`src/rtl/ram_port_arbiter.sv`:
```
// ram_port_arbiter
//
// Shares one single-port RAM between the core's instruction-fetch port (I,
// read-only) and its load/store port (D, read/write). The grant and the RAM
// address/data/write-enable mux are decided combinationally in the cycle of
// the request. The combinational RAM read data is registered and returned to
// the winner one cycle later with a one-cycle rvalid pulse.
//
// Build option:
//   ARB_ROUND_ROBIN_EN  defined   -> conflicts go to the port not granted last
//                       undefined -> fixed priority, D always wins conflicts
//
// Ports:
//   clk, rst_n             clock, asynchronous active-low reset
//   i_req, i_addr          instruction read request and word address
//   i_gnt                  I granted this cycle (combinational)
//   i_rdata, i_rvalid      registered read data for I, one-cycle valid pulse
//   d_req, d_we, d_addr,
//   d_wdata                data request, write flag, word address, write data
//   d_gnt                  D granted this cycle (combinational), also the
//                          write acknowledge
//   d_rdata, d_rvalid      registered read data for D, valid pulse (reads only)
//   ram_A, ram_WD, ram_we  RAM address, write data, write enable
//   ram_RD                 RAM combinational read data of ram_A

module ram_port_arbiter #(
    parameter int DATA_WIDTH = 32,
    parameter int ADDR_WIDTH = 10
) (
    input  logic                  clk,
    input  logic                  rst_n,
    input  logic                  i_req,
    input  logic [ADDR_WIDTH-1:0] i_addr,
    output logic                  i_gnt,
    output logic [DATA_WIDTH-1:0] i_rdata,
    output logic                  i_rvalid,
    input  logic                  d_req,
    input  logic                  d_we,
    input  logic [ADDR_WIDTH-1:0] d_addr,
    input  logic [DATA_WIDTH-1:0] d_wdata,
    output logic                  d_gnt,
    output logic [DATA_WIDTH-1:0] d_rdata,
    output logic                  d_rvalid,
    output logic [ADDR_WIDTH-1:0] ram_A,
    output logic [DATA_WIDTH-1:0] ram_WD,
    output logic                  ram_we,
    input  logic [DATA_WIDTH-1:0] ram_RD
);

    typedef enum logic [1:0] {
        RSP_NONE = 2'd0,
        RSP_I    = 2'd1,
        RSP_D    = 2'd2
    } rsp_state_t;

    rsp_state_t state;
    rsp_state_t next_state;

    logic last_d;
    logic d_wins;
    logic d_read;

    // Decide who takes a conflict. In the fixed-priority build last_d is
    // still tracked so both builds carry the same state; OR-ing it with a
    // constant 1 keeps it referenced while D always wins.
    always_comb begin
        d_wins = 1'b1;
`ifdef ARB_ROUND_ROBIN_EN
        d_wins = ~last_d;
`else
        d_wins = last_d | 1'b1;
`endif
    end

    // Grants: D takes the RAM when it is alone or wins the conflict, I takes
    // it whenever it asks and D does not. The two are mutually exclusive.
    always_comb begin
        d_gnt  = d_req & (~i_req | d_wins);
        i_gnt  = i_req & ~d_gnt;
        d_read = d_gnt & ~d_we;
    end

    // RAM mux. Write data is always D's since I never writes; the write
    // enable is qualified by the D grant.
    always_comb begin
        ram_A  = d_gnt ? d_addr : i_addr;
        ram_WD = d_wdata;
        ram_we = d_gnt & d_we;
    end

    // Priority pointer: remembers whether the most recent grant went to D.
    always_ff @(posedge clk or negedge rst_n) begin
        if (!rst_n) begin
            last_d <= 1'b1;
        end else if (i_gnt || d_gnt) begin
            last_d <= d_gnt;
        end
    end

    // Response state register.
    always_ff @(posedge clk or negedge rst_n) begin
        if (!rst_n) begin
            state <= RSP_NONE;
        end else begin
            state <= next_state;
        end
    end

    // Next response: a read granted this cycle is answered next cycle.
    always_comb begin
        next_state = RSP_NONE;
        if (i_gnt) begin
            next_state = RSP_I;
        end else if (d_read) begin
            next_state = RSP_D;
        end
    end

    // Read data capture. Each register only loads on its own read grant so
    // the last returned value stays visible to its requester.
    always_ff @(posedge clk or negedge rst_n) begin
        if (!rst_n) begin
            i_rdata <= '0;
            d_rdata <= '0;
        end else begin
            if (i_gnt) begin
                i_rdata <= ram_RD;
            end
            if (d_read) begin
                d_rdata <= ram_RD;
            end
        end
    end

    assign i_rvalid = (state == RSP_I);
    assign d_rvalid = (state == RSP_D);

endmodule

```
`config.mk`:
```
export PLATFORM = sky130hd
export DESIGN_NAME = ram_port_arbiter
export DESIGN_NICKNAME = d
export VERILOG_FILES = /design/src/rtl/ram_port_arbiter.sv
export SDC_FILE = /design/constraint.sdc
export NUM_CORES = 1
export LEC_CHECK = 0
export CAP_MARGIN = 10
export CORE_MARGIN = 3
export CORE_UTILIZATION = 37
export DETAILED_ROUTE_END_ITERATION = 8
export GPL_TIMING_DRIVEN = 0
export HOLD_SLACK_MARGIN = 0.08
export PLACE_DENSITY_LB_ADDON = 0.25
export SLEW_MARGIN = 20
export SYNTH_ARGS = -nofsm -noshare
export SYNTH_HDL_FRONTEND = slang
export SYNTH_SLANG_ARGS = --single-unit
```
`constraint.sdc`:
```
create_clock -name clk -period 1.4 [get_ports clk]
set_clock_uncertainty 0.2 [all_clocks]
set_input_delay 0.28 -clock clk [delete_from_list [all_inputs] [get_ports clk]]
set_output_delay 0.28 -clock clk [all_outputs]
set_load 0.01 [all_outputs]
```
==> Yosys cells after proc, flatten, opt, wreduce, memory -nomap -nowiden <==
Index checks and enable logic that the tools add are counted.
{ "word_totals": {"input_bits": 89, "output_inout_bits": 111, "elab_cells": 13, "register_bits": 66} }
{ "op_classes": {"bitwise": 5, "muxes": 3, "eq_ne": 2} }
{ "op_table": {"columns": ["operator", "n"], "rows": [
  ["$mux W10", 1],
  ["$mux W2", 2],
  ["$and A1 B1 Y1", 3],
  ["$eq A2 B1 Y1 const B", 1],
  ["$eq A2 B2 Y1 const B", 1],
  ["$not A1 Y1", 2]
]} }

==> Depth between registers and ports, before layout <==
{ "depth": {"word_depth": 4, "ltp_mapped": 4, "mapped_depth_nobuf": 2} }

==> Worst setup path before layout <==
OpenSTA, ideal clock, no wires.
{ "synth_path": {"kind": "in2out", "start": "input d_req", "end": "output ram_A[0]", "stages": 2, "arrival_time_ps": 834, "slack_ps": 86, "path_buffers": 1, "required_time_ps": 920, "path_cell_list": "buf_2 mux2_2"} }
{ "synth_between": {"elab_chain_len": 1} }
{ "synth_lines": {"columns": ["element", "line", "text"], "rows": [
  ["start, declared", "37", "input logic d_req,"],
  ["$mux W10", "86", "ram_A = d_gnt ? d_addr : i_addr;"],
  ["end, declared", "44", "output logic [ADDR_WIDTH-1:0] ram_A,"]
]} }
Every way passes these cells.

==> Worst setup path after layout <==
{ "layout_path": {"start": "register state[1]", "end": "output d_rvalid"} }
{ "layout_between": {"elab_chain_len": 1} }
{ "layout_lines": {"columns": ["element", "line", "text"], "rows": [
  ["start, declared", "56", "rsp_state_t state;"],
  ["start signal, assigned", "105", "state <= next_state;"],
  ["$eq A2 B2 Y1", "136", "assign d_rvalid = (state == RSP_D);"],
  ["end, declared", "43", "output logic d_rvalid,"]
]} }
Every way passes these cells.

==> run_results.csv <==
group,metric,value,unit
timing,fmax,693.4,MHz
die,row_count,32,
die,ios,200,
detailed_routing,ant_nets,0,
flow_run,drv_cap,0,
pwr,cellLeakagePower,2.570,nW
layout,multi_input_area,1135,um2
place,numPlacedInstances,458,
die,die_h,97.63,um
layout,antennaDiodeCount,0,
detailed_routing,route.detailed.drc,0,
place,numPortBuffers,167,
grt,overflow,0,
layout,layout.cells.non_filler,499,
logic_synthesis,syn_nets,277,
die,coreArea,7928,um2
layout,final_core_util,0.6338,
timing,rsz0062_at_grt,"true",
place,dp_hpwl,6373,um
run_status,violations,"setup timing",
worst_setup_path,cpPeakStageDelay,0.38,ns
worst_setup_path,arrival,0.96,ns
logic_synthesis,ys_ff_latch,66,
worst_setup_path,end_kind,"primary output",
logic_synthesis,avgSynthCellArea,16.53,um2
timing,setup_viol,11,
grt,grt_pass1_wl,13770,um
detailed_routing,drt-wirelength-per-cell,17.03,um
die,die_area,9532,um2
clocking,cts_root_buf,"clkbuf_8",
pwr,irDropWorstVdd,465.1,uV
detailed_routing,via_per_inst,4.465,
grt,grt_max_degree,48,
layout,final_cell_mix,"mux2_4, buf_2, dfrtp_1, clkdlybuf4s50_1, buf_4",
worst_setup_path,path_max_fanout,2,
clocking,cts_tree,"yes",
die,initial_core_util,0.3919,
clocking,cts_buffers,9,
timing,hold_viol_final,0,
timing,worst_pin_slew,0.2894,ns
worst_setup_path,required,0.92,ns
logic_synthesis,syn-instance-count,188,
grt,grt_antenna_before_repair,0,
worst_setup_path,worstPathCellList,"nor2b_1 -> buf_2",
layout,seqCellArea,1652,um2
clocking,clock_path_buffers,2,
logic_synthesis,yosys_warnings,0,
logic_synthesis,synthDistinctLibCells,12,
pwr,power,5.418,mW
layout,drive_above_1_share,0.6045,
layout,areaGrowthSynthToFinish,61.74,%
clocking,path_clk_slew,0.07,ns
worst_setup_path,slowest_stage,"dfrtp_1",
timing,finalSetupTns,-0.2097,ns
pwr,p_per_area,1078,nW/um2
worst_hold_path,hold_class,"in2reg",
clocking,cts_sinks,66,
detailed_routing,vias,2228,
worst_setup_path,worst-setup-path-type,"reg2out",
worst_setup_path,start_kind,"register",
place,routabilityCongestion,0.6883,
timing,slew_violations,0,
clocking,h-tree-depth,3,
detailed_routing,drtPass1Iterations,4,
layout,n_fill_cell,628,
detailed_routing,drt-total-wl,8500,um
timing,fin_crit_sh,1.030,
detailed_routing,drt_iter0_markers,38,
timing,fin_crit,1.442,ns
die,die_x,97.63,um
run_status,outcome,"finished, violations left",
logic_synthesis,seq_area_frac_synth,0.5316,
grt,grt_pass1_vias,2576,
logic_synthesis,synth_area,3107,um2
grt,track_usage,0.1824,
layout,fin_nets,481,
clocking,clock_latency,0.32,ns
timing,max_slew_margin,0.8070,
timing,setup_ws,-0.04215,ns
## per-stage QoR
step                      hold slack [ns]  worst slack, ns  instance area (um2)
after floorplan                   -0.2156          0.08575                 3107
after global placement             0.2904           -2.348                 4906
after detailed placement        -0.009808           -1.025                 4931
after CTS                          0.1594          -0.1574                 5004
after global routing               0.1662         -0.09188                 5025
final                              0.1729         -0.04215                 5025
## routing by layer
metal,up-vias,wire length (um),part of all wire,global-route usage
li1,1014,-,-,-
met1,1078,3209,0.38,0.2096
met2,124,4393,0.52,0.3195
met3,12,760,0.089,0.06174
met4,0,138,0.016,0.05644
met5,-,0,0,0
## synth_stat cells
master / count / area (um2)
mux2_4: 58 / 870.8
nand2b_4: 1 / 13.76
buf_2: 1 / 5.000
nor2b_1: 2 / 12.51
dfrtp_1: 66 / 1652
buf_4: 33 / 247.7
mux2_2: 16 / 180.2
buf_8: 3 / 45.04
nor2b_4: 1 / 13.76
inv_1: 1 / 3.750
buf_6: 5 / 56.30
and2_1: 1 / 6.260
## flip-flops by register name, summed over array words and instances (netlist names)
signal and count:
d_rdata 32, i_rdata 32, state 2
## worst max-delay path, delay by kind of cell, from the launching register on
| family | cells | cell delay, ns |
|---|---|---|
| buffers and inverters | 1 | 0.13 |
| DFF | 1 | 0.38 |
| and+or+nand+nor | 1 | 0.13 |
## path summary, 6_finish.rpt
check / from / slack [ns] / cells after the start / to
max: state[1] / -0.04 / 2 / d_rvalid
min: d_req / 0.17 / 4 / state[0]
max reg2reg: d_rdata[15] / 0.31 / 2 / d_rdata[15]
min reg2reg: i_rdata[31] / 0.30 / 1 / i_rdata[31]
max in group asynchronous: rst_n / 0.29 / 3 / i_rdata[2]
min in group asynchronous: rst_n / 0.18 / 2 / i_rdata[22]
## where the power goes
part / switching [mW] / total, mW / internal, mW
clock network: 0.739 / 1.43 / 0.690
logic: 0.620 / 1.66 / 1.04
registers: 0.142 / 2.32 / 2.18
total: 1.50 / 5.42 / 3.92
## what timing repair did
item                                   in CTS  in global routing
hold buffers                                1                  0
cloned                                      1                  0
endpoints found under the hold margin      66                  0
setup endpoints to repair                 143                 11
buffers inserted                           24                  0
gates resized for setup                   367                  6
## area by class of cell
type / count / area share
Tap cell: 102 / 0.02540
Inverter: 1 / 0.0007470
Multi-Input combinational cell: 79 / 0.2258
Timing Repair Buffer: 194 / 0.3115
Clock inverter: 6 / 0.008466
Sequential cell: 66 / 0.3287
Clock buffer: 10 / 0.02739
Buffer: 41 / 0.07196
## kinds of logic (layout without fill, tap and decap cells)
logic type | Yosys count | in the layout | synth area share
buffers and inverters | 43 | 252 | 0.1152
and+or+nand+nor | 5 | 5 | 0.01490
DFF | 66 | 66 | 0.5316
muxes | 74 | 74 | 0.3383
(Power assumes the default switching activity.)
